### src/rtl/intr_pkg.sv
// Shared definitions for the interrupt controller: register map and FSM state type.
package intr_pkg;

    // Word offsets from the block base address
    localparam logic [31:0] PEND_OFS = 32'h0000_0000;
    localparam logic [31:0] EN_OFS   = 32'h0000_0004;
    localparam logic [31:0] ID_OFS   = 32'h0000_0008;
    localparam logic [31:0] ACK_OFS  = 32'h0000_000C;
    localparam logic [31:0] OVF_OFS  = 32'h0000_0010;

    typedef enum logic [1:0] {
        IDLE,
        ASSERT,
        HOLDOFF
    } intr_state_t;

endpackage

### src/rtl/intr_ctrl_if.sv
// OTTER I/O bus as seen by a memory-mapped peripheral.
interface intr_ctrl_if;

    logic [31:0] iobus_addr;
    logic [31:0] iobus_out;
    logic        iobus_wr;
    logic [31:0] iobus_rd;

    modport master (
        output iobus_addr,
        output iobus_out,
        output iobus_wr,
        input  iobus_rd
    );

    modport slave (
        input  iobus_addr,
        input  iobus_out,
        input  iobus_wr,
        output iobus_rd
    );

endinterface

### src/rtl/prio_enc.sv
// Fixed-priority encoder: the lowest set request bit wins.
module prio_enc #(
    parameter int unsigned N   = 8,
    parameter int unsigned IdW = 3
) (
    input  logic [N-1:0]   req_i,
    output logic           valid_o,
    output logic [IdW-1:0] idx_o
);

    // Scan from the top down so the lowest set index is the last one written
    always_comb begin
        valid_o = |req_i;
        idx_o   = '0;
        for (int i = int'(N) - 1; i >= 0; i--) begin
            if (req_i[i]) begin
                idx_o = IdW'(i);
            end
        end
    end

endmodule

### src/rtl/intr_ctrl.sv
// Memory-mapped interrupt controller: edge capture, enable masking, fixed priority
// and an assert / acknowledge / holdoff sequencer driving the MCU INTR line.
module intr_ctrl #(
    parameter int unsigned N_SRC       = 5,
    parameter int unsigned HOLDOFF_CYC = 4,
    parameter logic [31:0] BASE_ADDR   = 32'h1100_D000,
    localparam int unsigned IdW        = (N_SRC > 1) ? $clog2(N_SRC) : 1
) (
    input  logic             clk,
    input  logic             reset_n,
    input  logic [N_SRC-1:0] src,
    intr_ctrl_if.slave       bus,
    output logic             intr,
    output logic [IdW-1:0]   intr_id
);

    import intr_pkg::*;

    localparam int unsigned CntW = $clog2(HOLDOFF_CYC + 1);

    logic [N_SRC-1:0] src_q, pend_q, en_q, ovf_q;
    logic [N_SRC-1:0] evt, act, pend_clr, ovf_clr, ovf_set;
    logic             hit_pend, hit_en, hit_id, hit_ack, hit_ovf;
    logic             wr_pend, wr_en, wr_ack, wr_ovf;
    logic             act_valid;
    logic [IdW-1:0]   act_id;
    logic [31:0]      rd_data;
    intr_state_t      state_q;
    logic [CntW-1:0]  cnt_q;

    assign hit_pend = (bus.iobus_addr == BASE_ADDR + PEND_OFS);
    assign hit_en   = (bus.iobus_addr == BASE_ADDR + EN_OFS);
    assign hit_id   = (bus.iobus_addr == BASE_ADDR + ID_OFS);
    assign hit_ack  = (bus.iobus_addr == BASE_ADDR + ACK_OFS);
    assign hit_ovf  = (bus.iobus_addr == BASE_ADDR + OVF_OFS);

    assign wr_pend = bus.iobus_wr & hit_pend;
    assign wr_en   = bus.iobus_wr & hit_en;
    assign wr_ack  = bus.iobus_wr & hit_ack;
    assign wr_ovf  = bus.iobus_wr & hit_ovf;

    assign evt = src & ~src_q;
    assign act = pend_q & en_q;

    // A clearing write never blocks a same-cycle edge, so that case is not an overflow
    assign ovf_set = evt & pend_q & ~pend_clr;

    // Clear masks from PEND/OVF write-1-to-clear and from the ACK index
    always_comb begin
        pend_clr = '0;
        ovf_clr  = '0;
        if (wr_pend) begin
            pend_clr = bus.iobus_out[N_SRC-1:0];
        end
        if (wr_ack) begin
            for (int i = 0; i < int'(N_SRC); i++) begin
                if (bus.iobus_out == 32'(i)) begin
                    pend_clr[i] = 1'b1;
                end
            end
        end
        if (wr_ovf) begin
            ovf_clr = bus.iobus_out[N_SRC-1:0];
        end
    end

    // Source history, pending, enable and overflow registers; set beats clear
    always_ff @(posedge clk or negedge reset_n) begin
        if (!reset_n) begin
            src_q  <= '0;
            pend_q <= '0;
            en_q   <= '0;
            ovf_q  <= '0;
        end else begin
            src_q  <= src;
            pend_q <= (pend_q & ~pend_clr) | evt;
            ovf_q  <= (ovf_q & ~ovf_clr) | ovf_set;
            if (wr_en) begin
                en_q <= bus.iobus_out[N_SRC-1:0];
            end
        end
    end

    prio_enc #(
        .N   (N_SRC),
        .IdW (IdW)
    ) u_prio_enc (
        .req_i   (act),
        .valid_o (act_valid),
        .idx_o   (act_id)
    );

    assign intr_id = act_id;

    // INTR sequencer; an ACK wins over act dropping in the same cycle
    always_ff @(posedge clk or negedge reset_n) begin
        if (!reset_n) begin
            state_q <= IDLE;
            cnt_q   <= '0;
            intr    <= 1'b0;
        end else begin
            unique case (state_q)
                IDLE: begin
                    if (act_valid) begin
                        state_q <= ASSERT;
                        intr    <= 1'b1;
                    end
                end
                ASSERT: begin
                    if (wr_ack) begin
                        state_q <= HOLDOFF;
                        cnt_q   <= CntW'(HOLDOFF_CYC - 1);
                        intr    <= 1'b0;
                    end else if (!act_valid) begin
                        state_q <= IDLE;
                        intr    <= 1'b0;
                    end
                end
                HOLDOFF: begin
                    if (cnt_q == '0) begin
                        state_q <= IDLE;
                    end else begin
                        cnt_q <= cnt_q - 1'b1;
                    end
                end
                default: begin
                    state_q <= IDLE;
                    intr    <= 1'b0;
                end
            endcase
        end
    end

    // Read mux; misses return 0 so the wrapper can OR all peripherals together
    always_comb begin
        rd_data = '0;
        if (hit_pend) begin
            rd_data = 32'(pend_q);
        end else if (hit_en) begin
            rd_data = 32'(en_q);
        end else if (hit_id) begin
            rd_data = {act_valid, 31'(act_id)};
        end else if (hit_ovf) begin
            rd_data = 32'(ovf_q);
        end
    end

    assign bus.iobus_rd = rd_data;

endmodule

### src/flat_wrapper.sv
// flat-port wrapper written by rule: the top's interface ports become plain ports
module intr_ctrl_flat import intr_pkg::*;
#(
    parameter int unsigned N_SRC       = 5,
    parameter int unsigned HOLDOFF_CYC = 4,
    parameter logic [31:0] BASE_ADDR   = 32'h1100_D000,
    localparam int unsigned IdW        = (N_SRC > 1) ? $clog2(N_SRC) : 1
)
  (clk, reset_n, src, intr, intr_id, bus_iobus_addr, bus_iobus_out, bus_iobus_wr, bus_iobus_rd);
  intr_ctrl_if bus_i ();
  input  logic clk;
  input  logic reset_n;
  input  logic [N_SRC-1:0] src;
  output logic intr;
  output logic [IdW-1:0] intr_id;
  input wire logic [$bits(bus_i.iobus_addr)-1:0] bus_iobus_addr;
  input wire logic [$bits(bus_i.iobus_out)-1:0] bus_iobus_out;
  input wire logic [$bits(bus_i.iobus_wr)-1:0] bus_iobus_wr;
  output wire logic [$bits(bus_i.iobus_rd)-1:0] bus_iobus_rd;
  assign bus_i.iobus_addr = bus_iobus_addr;
  assign bus_i.iobus_out = bus_iobus_out;
  assign bus_i.iobus_wr = bus_iobus_wr;
  assign bus_iobus_rd = bus_i.iobus_rd;
  intr_ctrl #(.N_SRC(N_SRC), .HOLDOFF_CYC(HOLDOFF_CYC), .BASE_ADDR(BASE_ADDR)) u_core (.clk(clk), .reset_n(reset_n), .src(src), .bus(bus_i), .intr(intr), .intr_id(intr_id));
endmodule
### config.mk
export PLATFORM = sky130hd
export DESIGN_NAME = intr_ctrl_flat
export DESIGN_NICKNAME = d
export VERILOG_FILES = /design/src/rtl/intr_pkg.sv /design/src/rtl/intr_ctrl_if.sv /design/src/rtl/prio_enc.sv /design/src/rtl/intr_ctrl.sv /design/src/flat_wrapper.sv
export SDC_FILE = /design/constraint.sdc
export NUM_CORES = 1
export LEC_CHECK = 0
export ABC_AREA = 1
export CAP_MARGIN = 15
export CELL_PAD_IN_SITES_DETAIL_PLACEMENT = 1
export CELL_PAD_IN_SITES_GLOBAL_PLACEMENT = 1
export CORE_MARGIN = 2
export CORE_UTILIZATION = 28
export CTS_CLUSTER_SIZE = 12
export DETAILED_ROUTE_END_ITERATION = 10
export HOLD_SLACK_MARGIN = 0.05
export PLACE_DENSITY_LB_ADDON = 0.12
export SYNTH_ARGS = -nofsm -noshare
export SYNTH_HDL_FRONTEND = slang
export SYNTH_HIERARCHICAL = 1
export SYNTH_SLANG_ARGS = --single-unit
### constraint.sdc
create_clock -name clk -period 3.1 [get_ports clk]
set_input_delay 0.93 -clock clk [delete_from_list [all_inputs] [get_ports clk]]
set_output_delay 0.93 -clock clk [all_outputs]
set_load 0.01 [all_outputs]
# After elaboration in Yosys (flattened, before gate mapping)
# Cells that the tools add are included.
[classes] addsub=1 eq_ne=16 mux=29 n_bitwise=16 n_reduce_logical=8
[op_table] op="== test 32 x 29 -> 1 bit, second input constant" count=5
[op_table] op="2-to-1 mux 32 bit" count=3
[op_table] op="== test 32 x 2 -> 1 bit, second input constant" count=2
[op_table] op="== test 32 x 1 -> 1 bit, second input constant" count=1
[op_table] op="== test 32 x 3 -> 1 bit, second input constant" count=1
[op_table] op="logical NOT 32 bit" count=1
[op_table] op="bitwise AND 5 bit" count=6
[op_table] op="2-to-1 mux 3 bit" count=7
[op_table] op="2-to-1 mux 5 bit" count=4
[op_table] op="NOT 5 bit" count=3
[op_table] op="bitwise OR 5 bit" count=2
[op_table] op="AND reduction 3 bit" count=3
[op_table] op="2-to-1 mux 1 bit" count=8
[op_table] op="2-to-1 mux 2 bit" count=4
[op_table] op="inequality test 2 x 1 -> 1 bit, second input constant" count=3
[op_table] op="case mux 2 bit (3 select lines)" count=1
[op_table] op="case mux 3 bit (2 select lines)" count=1
[op_table] op="OR reduction 5 bit" count=1
[op_table] op="bitwise AND 1 bit" count=4
[op_table] op="logical NOT 3 bit" count=1
[op_table] op="inequality test 3 x 2 -> 1 bit, second input constant" count=1
[op_table] op="case mux 1 bit (3 select lines)" count=1
[op_table] op="subtractor 3 x 1 -> 3 bit, second input constant" count=1
[op_table] op="== test 2 x 1 -> 1 bit, second input constant" count=1
[op_table] op="other kinds (5)" count=5
[totals] regBits=26 in_bits=72 output_inout_bits=36

# Longest topological paths before layout
# Gate-level depths: netlist (run 1).
[logic_depth] word_depth=9 depth_mapped=11 mapped_depth_nobuf=11

# Hierarchy
# The synthesis (run 1) kept the hierarchy.
[modules_own_cells] module="intr_ctrl" n_inst=1 cells_per_inst=352 area_per_inst_um2=2269.7 seq_area_each_um2=650.6
[modules_own_cells] module="prio_enc" n_inst=1 cells_per_inst=11 area_per_inst_um2=47.5 seq_area_each_um2=0.0

# Worst setup path before layout (run 1)
# No wires, ideal clock.
[synth_timing] kind="in2out" from="input bus_iobus_addr[18]" to="output bus_iobus_rd[4]" arrival_time_ns=1.851 t_required_ns=2.170 setup_slack_ns=0.319 stages=11 path_cell_list="inv_1 -> nand2_1 -> nor2_1 -> nand2_2 -> nor2_8 -> nand3_4 -> clkinv_4 -> nand2_1 -> nand3_1 -> nand2_1 -> inv_1"
[synth_via] elab_chain_len=5
[synth_lines] element="start, declared" line_no="flat_wrapper.sv:16" rtl="input wire logic [$bits(bus_i.iobus_addr)-1:0] bus_iobus_addr;"
[synth_lines] element="== test 32 x 29 -> 1 bit" line_no="intr_ctrl.sv:35" rtl="assign hit_ovf = (bus.iobus_addr == BASE_ADDR + OVF_OFS);"
[synth_lines] element="2-to-1 mux 5 bit" line_no="intr_ctrl.sv:143" rtl="end else if (hit_ovf) begin"
[synth_lines] element="2-to-1 mux 32 bit" line_no="intr_ctrl.sv:141" rtl="end else if (hit_id) begin"
[synth_lines] element="2-to-1 mux 32 bit" line_no="intr_ctrl.sv:139" rtl="end else if (hit_en) begin"
[synth_lines] element="2-to-1 mux 32 bit *" line_no="intr_ctrl.sv:137" rtl="if (hit_pend) begin"
[synth_lines] element="end, declared" line_no="flat_wrapper.sv:19" rtl="output wire logic [$bits(bus_i.iobus_rd)-1:0] bus_iobus_rd;"
# Every way passes the cells marked *; elsewhere a longest branch is shown, timed or not.

# Final worst setup path (run 1)
[layout_timing] from="input bus_iobus_addr[25]" to="output bus_iobus_rd[3]"
# Same word-level chain as after synthesis.

==> results of run 1 <==
## layout make-up
type,instances,area (um2),area share [%]
Clock inverter,1,30.0,0.771
Inverter,65,254,6.52
Clock buffer,3,41.3,1.06
Timing Repair Buffer,149,1210,31.1
Tap cell,105,131,3.37
Sequential cell,26,651,16.7
Multi-Input combinational cell,271,1580,40.5
## stage by stage
step                      setup WS [ps]  utilization (%)
after global routing              -52.6             47.9
after detailed placement           -864             40.9
after floorplan                     319                -
final                              27.6             47.9
after global placement             -807             40.9
after CTS                         -3.48             46.1
## layout by cell type, fill, tap and decap left out, types with 2 or more instances in the layout
cell type	Yosys	routed
a21oi_1	3	3
buf_2	0	23
buf_4	27	60
buf_6	0	16
clkbuf_2	0	7
clkbuf_8	0	3
clkdlybuf4s50_1	0	43
conb_1	1	26
dfrtp_1	26	26
ha_1	2	2
inv_1	57	43
inv_2	7	19
inv_4	0	2
nand2_1	81	59
nand2_2	7	26
nand2_4	0	3
nand3_1	26	18
nand3_2	2	8
nand3_4	3	5
nand4_1	11	11
nor2_1	69	51
nor2_2	4	10
nor2_4	0	13
nor3_4	0	3
o21ai_0	7	6
o21ai_1	10	10
o21ai_2	10	11
## worst reg2reg max path, cell delays in order, from the launching register on
cell     delay (ps)
dfrtp_1         420
nand2_1          90
inv_1           100
nor2_1           60
nand3_1         140
inv_1            80
o21ai_0         160
nand2_1          80
nand2_1          60
nand2_1          40
## logic make-up (layout without fill, tap and decap cells)
logic type               count (synthesis)  after routing  share of synthesized area, %
XOR/XNOR                                 1              1                         0.378
AND/OR/NAND/NOR                        211            212                          42.7
AO/OA/AOI/OAI                           30             30                          8.10
other                                    1             26                         0.162
adder cells (fa/ha/maj)                  2              2                          1.08
flip-flops                              26             26                          28.1
buffers and inverters                   92            218                          19.5
## state kept, by name, indices dropped and copies added, names as in the netlist
register,flops
u_core/en_q,5
u_core/ovf_q,5
u_core/pend_q,5
u_core/src_q,5
u_core/cnt_q,3
u_core/state_q,2
u_core/intr,1
## power groups by stage
stage | Sequential, mW | Combinational, mW | Clock [mW]
2_1_floorplan | 0.350 | 0.0797 | 0
3_3_place_gp | 0.350 | 0.185 | 0
3_5_place_dp | 0.350 | 0.189 | 0
4_1_cts | 0.343 | 0.213 | 0.297
5_1_grt | 0.343 | 0.257 | 0.313
6_report | 0.343 | 0.237 | 0.284
## final timing paths
path / slack [ps] / to
min reg2reg: 490 / u_core/intr$_DFFE_PN0P_
min: 490 / u_core/intr$_DFFE_PN0P_
min in group asynchronous: 1010 / u_core/cnt_q[1]$_DFFE_PN0P_
max: 30 / bus_iobus_rd[3]
max in group asynchronous: 1810 / u_core/ovf_q[0]$_DFF_PN0_
max reg2reg: 1780 / u_core/intr$_DFFE_PN0P_
## per-layer routing
metal  track usage [%]  part of all wire [%]
met1              19.2                    37
met2              37.4                    57
met3              1.76                   4.2
met4              4.23                   2.0
met5                 0                     0
## timing repair
item / 4_1_cts / 5_1_grt
buffers inserted: 37 / 10
pin swaps: 42 / 47
gates resized for setup: 189 / 56
setup endpoints to repair: 6 / 9
cloned: 1 / 0
==> results.py, run 1 <==
metrics = {
    "global_route": {
        "grt_pass1_vias": 2914,
        "grt_max_degree": 27,
        "groute.usage.overall_pct": 18.1,
        "antenna_found_initial": 0,
        "grt-ovfl-total": 0,
        "grt_first_pass_wirelength_mm": 12.9,
    },
    "detailed_routing": {
        "num_vias": 2777,
        "drt_first_pass_iters": 6,
        "viasPerCell": 4.48,
        "drt-initial-drc-count": 54,
        "wl_per_cell_um": 13.8,
        "drc": 0,
        "routed_wl_mm": 8.58,
        "ant_nets": 0,
    },
    "place": {
        "dpl.cell_count": 571,
        "numPortBuffers": 81,
        "placement.cell_area_um2": 3330,
        "dpl.hpwl_mm": 5.82,
        "gp_congestion": 0.796,
    },
    "yosys": {
        "yosysWarnings": 6,
        "synth_cell_types": 25,
        "synth_cells": 363,
        "synth_top_cell_area_share_pct": 28.1,
        "synth_seq_cells": 26,
        "ys.flop_type": "dfrtp_1",
        "yosys-top-cells-count": "nand2_1 (81), nor2_1 (69), inv_1 (57)",
        "synth.largest_area_cell": "dfrtp_1",
        "yosysMostFrequentCell": "nand2_1",
        "synth-edff-count": 0,
        "synthArstFlopShare_pct": 100,
        "syn_area_um2": 2320,
        "synthTopCellsByArea": "dfrtp_1 (28%), nand2_1 (13%), nor2_1 (11%), inv_1 (9.2%), buf_4 (8.7%)",
        "ys_seq_area_share_pct": 28.1,
        "avgSynthCellArea_um2": 6.38,
    },
    "worst_setup_path": {
        "reg2regPathDepth": 9,
        "cp_cell_sequence": "buf_6, inv_2, buf_4, buf_4, nand3_2, nor2_4, nand2_4, nor2_4, nand2_1, nand3_2, nand2_1, inv_1, buf_2",
        "worstPathMaxFanout": 2,
        "max_stage_delay_ps": 170,
        "critPathCaptureType": "output pin",
        "cp_data_arrival_time_ps": 2140,
        "cp.buffers_inverters": 6,
        "worstSetupStartpointType": "input port",
        "r2r_start": "u_core/pend_q[1]$_DFF_PN0_",
        "startpoint": "bus_iobus_addr[25]",
        "critPathRequiredTime_ps": 2170,
        "cp_slowest_cell": "nor2_4",
        "crit_type": "in2out",
        "cp.depth": 13,
        "cp_top_family": "simple AND/OR/NAND/NOR gates",
    },
    "worst_hold_path": {
        "hp-start": "u_core/intr$_DFFE_PN0P_",
        "hold_path.class": "reg2reg",
        "whs_path_depth": 2,
    },
    "floorplan": {
        "io_pins": 108,
        "die_h_um": 95.0,
        "die_width_um": 95.0,
        "rows": 33,
        "core-area_um2": 8130,
        "initial_utilization_pct": 28.5,
        "die_area_um2": 9020,
    },
    "pwr": {
        "swShare_pct": 26.1,
        "clkPwrFrac_pct": 32.9,
        "ir_worst_vdd_mv": 0.149,
        "leakagePower_nw": 1.99,
        "p_int_mw": 0.639,
        "pwr-share-seq_pct": 39.7,
        "p_comb_share_pct": 27.4,
        "p_total_mw": 0.864,
        "power_density_nw_per_um2": 222,
        "p_switching_mw": 0.225,
    },
    "timing": {
        "clock_skew_ps": 12.5,
        "max_freq_mhz": 325,
        "fin_crit_sh_pct": 99.1,
        "timing.final.hold_violations": 0,
        "rsz0062_at_grt": "true",
        "setup_viol": 0,
        "hold_ws_ps": 487,
        "fin_tns_setup_ps": 0,
        "layout_min_cycle_time_ps": 3070,
        "slew_viol_final": 0,
    },
    "run": {
        "cap_violations": 0,
    },
    "finish": {
        "final_cell_count_no_fill": 620,
        "antennaDiodeCount": 0,
        "areaGrowthSynthToFinish_pct": 68.1,
        "layout-drive-gt1-share_pct": 41.6,
        "nNetsFinal": 590,
        "final_area_um2": 3900,
        "n_fill_cell": 1063,
    },
    "cts": {
        "cts-htree-levels": 1,
        "ctsRootBufferMaster": "clkbuf_8",
        "cts_hold_buf": 0,
        "cts_sinks": 26,
        "cts_tree": "yes",
        "clkTransAtPathRegs_ps": 100,
        "clk_path_buf_depth": 2,
        "numCtsBuffers": 3,
        "insertion_delay_ps": 280,
    },
    "outcome": {
        "outcome": "completed",
    },
}
Power figures use the tool's default switching activity.
==> inputs of run 2 (changes only) <==
- CORE_MARGIN: 2 -> 1.5
- TNS_END_PERCENT: not set -> 20
==> results.py, run 2 (same netlist as run 1, synthesis figures left out) <==
metrics = {
    "outcome": {
        "outcome": "completed",
    },
    "pwr": {
        "p_comb_share_pct": 25.6,
        "pwr-share-seq_pct": 40.7,
        "swShare_pct": 25.5,
        "p_int_mw": 0.627,
        "p_switching_mw": 0.215,
        "ir_worst_vdd_mv": 0.251,
        "power_density_nw_per_um2": 223,
        "clkPwrFrac_pct": 33.7,
        "leakagePower_nw": 1.92,
    },
    "floorplan": {
        "io_pins": 108,
        "rows": 32,
        "die_area_um2": 8830,
        "initial_utilization_pct": 29.4,
        "die_width_um": 94.0,
        "die_h_um": 94.0,
        "core-area_um2": 7890,
    },
    "global_route": {
        "grt_pass1_vias": 2702,
        "grt_first_pass_wirelength_mm": 12.1,
        "grt-ovfl-total": 0,
        "grt_max_degree": 27,
        "antenna_found_initial": 0,
        "groute.usage.overall_pct": 17.4,
    },
    "cts": {
        "clkTransAtPathRegs_ps": 100,
        "cts_tree": "yes",
        "cts_hold_buf": 0,
        "insertion_delay_ps": 280,
        "numCtsBuffers": 3,
        "cts_sinks": 26,
        "ctsRootBufferMaster": "clkbuf_8",
        "cts-htree-levels": 1,
        "clk_path_buf_depth": 2,
    },
    "detailed_routing": {
        "viasPerCell": 4.41,
        "wl_per_cell_um": 13.0,
        "num_vias": 2644,
        "ant_nets": 0,
        "routed_wl_mm": 7.79,
        "drt-initial-drc-count": 51,
        "drt_first_pass_iters": 4,
        "drc": 0,
    },
    "worst_hold_path": {
        "hold_path.class": "reg2reg",
    },
    "worst_setup_path": {
        "startpoint": "bus_iobus_addr[22]",
        "reg2regPathDepth": 9,
        "r2r_end": "u_core/intr$_DFFE_PN0P_",
        "r2r_start": "u_core/pend_q[1]$_DFF_PN0_",
        "crit_path_end": "bus_iobus_rd[2]",
        "cp_data_arrival_time_ps": 2160,
        "critPathCaptureType": "output pin",
        "worstPathMaxFanout": 6,
        "crit_type": "in2out",
        "worstSetupStartpointType": "input port",
        "rrSetupSlack_ps": 1730,
        "critPathRequiredTime_ps": 2170,
    },
    "timing": {
        "max_freq_mhz": 324,
        "timing.final.hold_violations": 0,
        "layout_min_cycle_time_ps": 3090,
        "hold_ws_ps": 484,
        "clock_skew_ps": 11.8,
        "setup_viol": 0,
        "rsz0062_at_grt": "true",
        "slew_viol_final": 0,
        "fin_crit_sh_pct": 99.6,
    },
    "finish": {
        "nNetsFinal": 572,
        "layout-drive-gt1-share_pct": 38.6,
        "areaGrowthSynthToFinish_pct": 63.2,
        "final_cell_mix": "nand2_1 (59), nor2_1 (51), buf_4 (44), inv_1 (44), clkdlybuf4s50_1 (43)",
        "final_core_utilization_pct": 47.9,
        "antennaDiodeCount": 0,
        "final_cell_count_no_fill": 599,
        "final_common_cell": "nand2_1",
    },
    "place": {
        "dpl.cell_count": 571,
        "dpl.hpwl_mm": 5.75,
        "gp_congestion": 0.810,
        "numPortBuffers": 81,
    },
    "run": {
        "cap_violations": 0,
    },
}
-- run 2: cell types whose count changed in the layout (fill, tap and decap cells not counted), sizes merged --
cell and change:
clkdlybuf4s15 +1, clkbuf +4, buf -23
-- run 2: stage by stage --
step	area (um2)	setup TNS, ps	setup WS [ps]	power (mW)
finish	3780	0	13.8	0.842
global route	3780	-310	-109	0.886
CTS	3600	-5.62	-3.99	0.835
detailed placement	3350	-4640	-823	0.540
global placement	3350	-4490	-788	0.536
floorplan	2410	0	319	0.429
-- run 2: worst max-delay path, cell delays in order --
cell and delay (ps):
buf_2 120, nor2_2 110, nand2_2 80, inv_2 70, nand2_4 60, nor2_8 160, nand3_4 180, buf_6 170
nor2_2 90, nor2_1 60, buf_2 130
-- run 2: power by group through the flow --
stage,Combinational [mW],Sequential (mW),Clock [mW]
after CTS,0.197,0.343,0.295
after global placement,0.186,0.350,0
after global routing,0.236,0.343,0.307
after detailed placement,0.190,0.350,0
final,0.215,0.343,0.284
after floorplan,0.0797,0.350,0
-- run 2: worst min-delay path by stage --
stage / from / end / depth (start not counted)
after floorplan: u_core/src_q[0]$_DFF_PN0_ / u_core/pend_q[0]$_DFF_PN0_ / 3
after global placement: u_core/intr$_DFFE_PN0P_ / u_core/intr$_DFFE_PN0P_ / 2
after detailed placement: u_core/intr$_DFFE_PN0P_ / u_core/intr$_DFFE_PN0P_ / 2
after CTS: u_core/intr$_DFFE_PN0P_ / u_core/intr$_DFFE_PN0P_ / 2
after global routing: u_core/intr$_DFFE_PN0P_ / u_core/intr$_DFFE_PN0P_ / 2
final: u_core/intr$_DFFE_PN0P_ / u_core/intr$_DFFE_PN0P_ / 2
-- run 2: final cells by class --
cell class,count,area (um2)
Fill cell,1021,4110
Inverter,65,267
Multi-Input combinational cell,271,1560
Timing Repair Buffer,131,1100
Sequential cell,26,651
Tap cell,102,128
Clock inverter,1,30.0
Clock buffer,3,41.3
-- run 2: what timing repair did --
item                       in CTS  in global routing
setup buffers                  16                  7
pin swaps                      39                 47
resized for setup             177                 65
setup endpoints to repair       6                  6
cloned                          1                  0
-- run 2: per-layer routing --
metal / GRT usage, % / wire length, um
met1: 18.6 / 2980
met2: 34.7 / 4280
met3: 2.59 / 351
met4: 4.73 / 182
met5: 0 / 0
==> variant 1: new RTL, config.mk and constraints of run 2 <==
`N_SRC` is set to 5 in 2 places; all go to 10.
--- a/src/rtl/intr_ctrl.sv
+++ b/src/rtl/intr_ctrl.sv
@@ -1,7 +1,7 @@
 // Memory-mapped interrupt controller: edge capture, enable masking, fixed priority
 // and an assert / acknowledge / holdoff sequencer driving the MCU INTR line.
 module intr_ctrl #(
-    parameter int unsigned N_SRC       = 5,
+    parameter int unsigned N_SRC       = 10,
     parameter int unsigned HOLDOFF_CYC = 4,
     parameter logic [31:0] BASE_ADDR   = 32'h1100_D000,
     localparam int unsigned IdW        = (N_SRC > 1) ? $clog2(N_SRC) : 1
--- a/src/flat_wrapper.sv
+++ b/src/flat_wrapper.sv
@@ -1,7 +1,7 @@
 // flat-port wrapper written by rule: the top's interface ports become plain ports
 module intr_ctrl_flat import intr_pkg::*;
 #(
-    parameter int unsigned N_SRC       = 5,
+    parameter int unsigned N_SRC       = 10,
     parameter int unsigned HOLDOFF_CYC = 4,
     parameter logic [31:0] BASE_ADDR   = 32'h1100_D000,
     localparam int unsigned IdW        = (N_SRC > 1) ? $clog2(N_SRC) : 1
Ports: changed (resized intr_id and src); port bits go from 108 to 114. The function was not compared with the original's and may differ.
==> variant 1 against run 2 <==
- the flow now finishes with violations (setup timing)
- worst hold slack worse by 0.054 ns
- non-clock buffer count up 123
- cell area rose by 58%
- cell count up 48%
- synthesized area is 42% higher
- via count up 64%
- wire length is 120% higher
- count of clock-buffer cells in the layout grew 2
- sequential cell count up 20
- worst setup slack lost 0.27 ns
- total power rose by 90%
- largest cell class is now non-clock buffers
==> variant 1: results (changes against run 2) <==
metric	value	unit	change
outcome	complete, but fails checks		
violations	setup timing		
r2r_cells	11		+2
htreeDepth	2		+1
port_buffers	92		+14%
grt_pass1_wl	25000	microns	+110%
cts_made_buffers	5		+2
fin_skew	0.00548	ns	-0.00635 ns
yosysUniqueCellTypes	30		+20%
num-nets-final	822		+44%
finalSetupViolCount	35		+35
max-vdd-ir-drop	0.199	mV	-21%
synthTopCellsByCount	nand2_1 (112), inv_1 (83), nor2_1 (64)		
power.leakage	2.99	nW	+56%
post_drt_via_cell_ratio	4.88		+10%
power.share.switching	26.8	%	+1.3 points
grt_pass1_vias	4734		+75%
timing.final.ws_setup	-0.252	ns	-0.266 ns
dp_slack	-0.852	ns	-0.0290 ns
drt-initial-drc-count	165		+220%
gp_congestion	0.857		+5.9%
path_max_fanout	5		-1
hp-class	in -> async		
dp_hpwl	8490	microns	+48%
groute.usage.overall	26.0	%	+8.6 points
cts-root-buf	clkbuf_16		
vias	4326		+64%
grt_start_max_net_pins	25		-7.4%
use_met3	4.65	%	+2.1 points
dp.cells	752		+32%
met2_usage	49.6	%	+15 points
variant 1: changes by cell type after synthesis, sizes merged, moves of 6 or more:
cell / change
nand3: +19
dfrtp: +20
inv: +22
o21ai: +24
o211ai: +10
nand2: +26
a22oi: +6
variant 1: logic make-up (layout without fill, tap and decap cells):
logic type / after synthesis / count (layout) / share of synthesized area [%]
adders and majority gates: 2 / 2 / 0.762
and+or+nand+nor: 253 / 254 / 33.9
buffers and inverters: 115 / 348 / 16.4
AOI/OAI and AO/OA: 72 / 72 / 13.5
DFF: 46 / 46 / 35.1
other: 1 / 21 / 0.114
xor gates and xnor gates: 1 / 1 / 0.267
variant 1: metal layers:
layer | vias up | part of all wire (%)
met4 | 0 | 6.9
li1 | 2015 | -
met5 | - | 0
met3 | 66 | 4.3
met2 | 149 | 53
met1 | 2096 | 36
variant 1: final cells by class:
cell class,instances,area [sq um]
Sequential cell,46,1150
Timing Repair Buffer,254,2090
Inverter,86,333
Tap cell,143,179
Clock inverter,3,48.8
Clock buffer,5,125
Fill cell,1412,5460
Multi-Input combinational cell,350,2030
variant 1: per-stage QoR:
stage / hold slack (ns) / total power, mW / area [sq um]
finish: 0.430 / 1.60 / 5960
floorplan: 0.473 / 0.702 / 3360
global route: 0.422 / 1.66 / 5960
detailed placement: 0.481 / 0.836 / 4520
CTS: 0.422 / 1.57 / 5770
global placement: 0.466 / 0.830 / 4520
variant 1: critical path, cell delays in order:
cell     delay [ns]
buf_8          0.10
inv_4          0.05
buf_6          0.11
nand2_4        0.08
nor2_4         0.11
nand2_2        0.08
nor2_4         0.23
buf_6          0.13
and2_4         0.21
nand2_1        0.09
nand3_2        0.07
nand2_1        0.05
inv_1          0.07
buf_6          0.10
variant 1: power groups by stage:
stage               logic (mW)  clock network, mW  registers, mW
global route             0.367              0.687          0.608
detailed placement       0.216                  0          0.620
finish                   0.346              0.647          0.608
CTS                      0.296              0.662          0.608
floorplan               0.0823                  0          0.619
global placement         0.211                  0          0.619
variant 1: final timing paths:
kind | end | start | slack (ns)
min in group clk | u_core/pend_q[3] | u_core/src_q[3] | 0.50
max reg2reg | u_core/intr | u_core/pend_q[0] | 1.13
min reg2reg | u_core/pend_q[3] | u_core/src_q[3] | 0.50
min | u_core/cnt_q[0] | reset_n | 0.43
max | bus_iobus_rd[1] | bus_iobus_addr[31] | -0.25
max in group asynchronous | u_core/en_q[2] | reset_n | 2.11
variant 1: timing repair:
action,in CTS,in global routing
setup endpoints to repair,12,37
pin swaps,50,36
gates resized for setup,213,87
buffers inserted,123,6
cloned,2,0
==> variant 2: new RTL, flow settings as in run 2 <==
Without the edit above. Register the input `src` before use, without a reset. The logic sees it one clock later. The other inputs are not delayed to match.
--- a/src/rtl/intr_ctrl.sv
+++ b/src/rtl/intr_ctrl.sv
@@ -17,6 +17,12 @@
     import intr_pkg::*;
 
     localparam int unsigned CntW = $clog2(HOLDOFF_CYC + 1);
+
+    logic [N_SRC-1:0] src_r;
+
+    always_ff @(posedge clk) begin
+        src_r <= src;
+    end
 
     logic [N_SRC-1:0] src_q, pend_q, en_q, ovf_q;
     logic [N_SRC-1:0] evt, act, pend_clr, ovf_clr, ovf_set;
@@ -39,7 +45,7 @@
     assign wr_ack  = bus.iobus_wr & hit_ack;
     assign wr_ovf  = bus.iobus_wr & hit_ovf;
 
-    assign evt = src & ~src_q;
+    assign evt = src_r & ~src_q;
     assign act = pend_q & en_q;
 
     // A clearing write never blocks a same-cycle edge, so that case is not an overflow
@@ -72,7 +78,7 @@
             en_q   <= '0;
             ovf_q  <= '0;
         end else begin
-            src_q  <= src;
+            src_q  <= src_r;
             pend_q <= (pend_q & ~pend_clr) | evt;
             ovf_q  <= (ovf_q & ~ovf_clr) | ovf_set;
             if (wr_en) begin
Behaviour: not the same (Yosys sat finds a counterexample within 4 cycles, from zero or initial values and one cycle with reset_n low).
==> variant 2 against run 2 <==
- the run now ends with setup timing left
- cell area is 7.3% lower
- wire length is 12% lower
- via count is 6.8% lower
- worst setup slack worse by 0.069 ns
- worst hold slack worse by 0.12 ns
- sequential power is 21% higher
- total power is 12% higher
- clock skew is 0.0029 ns lower
- sequential cell count is 5 higher
- synthesized area is 8.4% lower
- cell count is 7.0% lower
- critical path depth stayed put
- global-route usage is 0.34 points higher
- critical path type unchanged
- largest cell class unchanged
- largest power group unchanged
- highest routed layer unchanged
==> variant 2: results (changes against run 2) <==
metric	value	unit	change
holdWs	0.363	ns	-0.120 ns
grt_pass1_vias	2526		-6.5%
synthTopCellsByCount	nand2_1 (67), nor2_1 (59), inv_1 (49)		
post_drt_via_cell_ratio	4.42		+0.18%
htreeDepth	2		+1
rrSetupSlack	1.63	ns	-0.10 ns
dp.cells	517		-9.5%
drt-initial-drc-count	71		+39%
cpLargestDelayFamily	simple AND/OR/NAND/NOR gates		
power.leakage	1.74	nW	-9.2%
fill_cells	962		-5.8%
hp-start	u_core/src_r[4]		
groute.usage.overall	17.7	%	+0.34 points
r2r_start	u_core/pend_q[0]		
synth_area_per_cell	6.61	sq um	+3.6%
yosysUniqueCellTypes	23		-8.0%
path_max_fanout	4		-2
routedWlPerCell	12.4	microns	-4.9%
cp_slowest_stage_delay	0.16	ns	-0.02 ns
grt_pass1_wl	11600	microns	-4.0%
cpMaxStageDelayCell	buf_4		
yosys_most_used_dff	dfrtp_1		
holdPathStages	0		-2
fin_skew	0.00889	ns	-0.00294 ns
max-vdd-ir-drop	0.193	mV	-23%
place_area	0.00309	sq mm	-7.8%
finalSetupViolCount	5		+5
dr.pass1.iters	5		+1
ys_warn_count	6		unchanged
ys_seq_area_share	35.4	%	+7.3 points
num-nets-final	531		-7.2%
clk_pin_slew	0.06	ns	-0.04 ns
outcome	complete, but fails checks		
violations	setup timing		
dp_hpwl	5120	microns	-11%
arrival	2.23	ns	+0.07 ns
synth_area_leaders	dfrtp_1 (31%), nand2_1 (12%), nor2_1 (10%)		
cts_made_buffers	5		+2
worstHoldEndpoint	u_core/src_q[4]		
async_flop_share	83.9	%	-16 points
gp_congestion	0.795		-1.8%
drive_gt1_share	31.0	%	-7.6 points
dp_slack	-0.964	ns	-0.141 ns
timing.final.ws_setup	-0.0557	ns	-0.0695 ns
==> variant 2: through the flow <==
stage | power [mW] | TNS [ns]
2_1_floorplan | 0.487 | 0
3_3_place_gp | 0.575 | -5.33
3_5_place_dp | 0.579 | -5.40
4_1_cts | 0.950 | -0.0786
5_1_grt | 0.992 | -1.13
6_report | 0.944 | -0.138
==> variant 2: report_power, final <==
part | switching (mW) | leakage [nW] | internal (mW) | total, mW
registers | 0.00350 | 0.331 | 0.410 | 0.414
logic | 0.0756 | 1.36 | 0.0953 | 0.171
clock network | 0.158 | 0.0505 | 0.202 | 0.359
==> variant 2: worst max-delay path by stage <==
stage | cells past startpoint | end | start | slack (ns)
global route | 11 | bus_iobus_rd[0] | bus_iobus_addr[8] | -0.14
detailed placement | 13 | bus_iobus_rd[1] | bus_iobus_addr[28] | -0.96
CTS | 13 | bus_iobus_rd[0] | bus_iobus_addr[12] | -0.03
floorplan | 9 | bus_iobus_rd[0] | bus_iobus_addr[11] | 0.25
global placement | 13 | bus_iobus_rd[1] | bus_iobus_addr[28] | -0.94
finish | 11 | bus_iobus_rd[0] | bus_iobus_addr[11] | -0.06
==> variant 2: area by class of cell <==
class | instances | area (sq um) | area share, %
Clock buffer | 7 | 96.3 | 2.75
Clock inverter | 1 | 7.51 | 0.214
Inverter | 50 | 190 | 5.42
Multi-Input combinational cell | 238 | 1260 | 35.9
Sequential cell | 31 | 751 | 21.4
Tap cell | 99 | 124 | 3.53
Timing Repair Buffer | 131 | 1080 | 30.8
==> variant 2: worst register-to-register path: cells and delay by family, from the launching register on <==
family / cells / cell delay (ns)
AND/OR/NAND/NOR: 6 / 0.52
flip-flops: 1 / 0.47
AO/OA/AOI/OAI: 1 / 0.20
buffers and inverters: 2 / 0.18
==> variant 2: cells by family after synthesis <==
logic type      Yosys count  share of synthesized area [%]
compound gates           25                           5.89
xor+xnor                  1                          0.413
fa+ha+maj                 2                           1.18
buf+inv                  77                           18.2
flops                    31                           35.4
other cells               1                          0.177
simple gates            184                           38.8
==> variant 2: repair_timing <==
item | CTS | global route
pin swaps | 37 | 12
hold buffers | 0 | 0
setup buffers | 30 | 2
gates resized for setup | 165 | 24
setup endpoints to repair | 6 | 18
gates cloned | 0 | 0
==> variant 2: layer usage <==
metal	up-vias	wire length, microns	share of wire [%]	global-route usage (%)
met3	7	375	5.4	3.81
met4	0	68	0.99	4.76
li1	1215	-	-	-
met2	87	3560	52	32.8
met5	-	0	0	0
met1	1154	2890	42	20.3
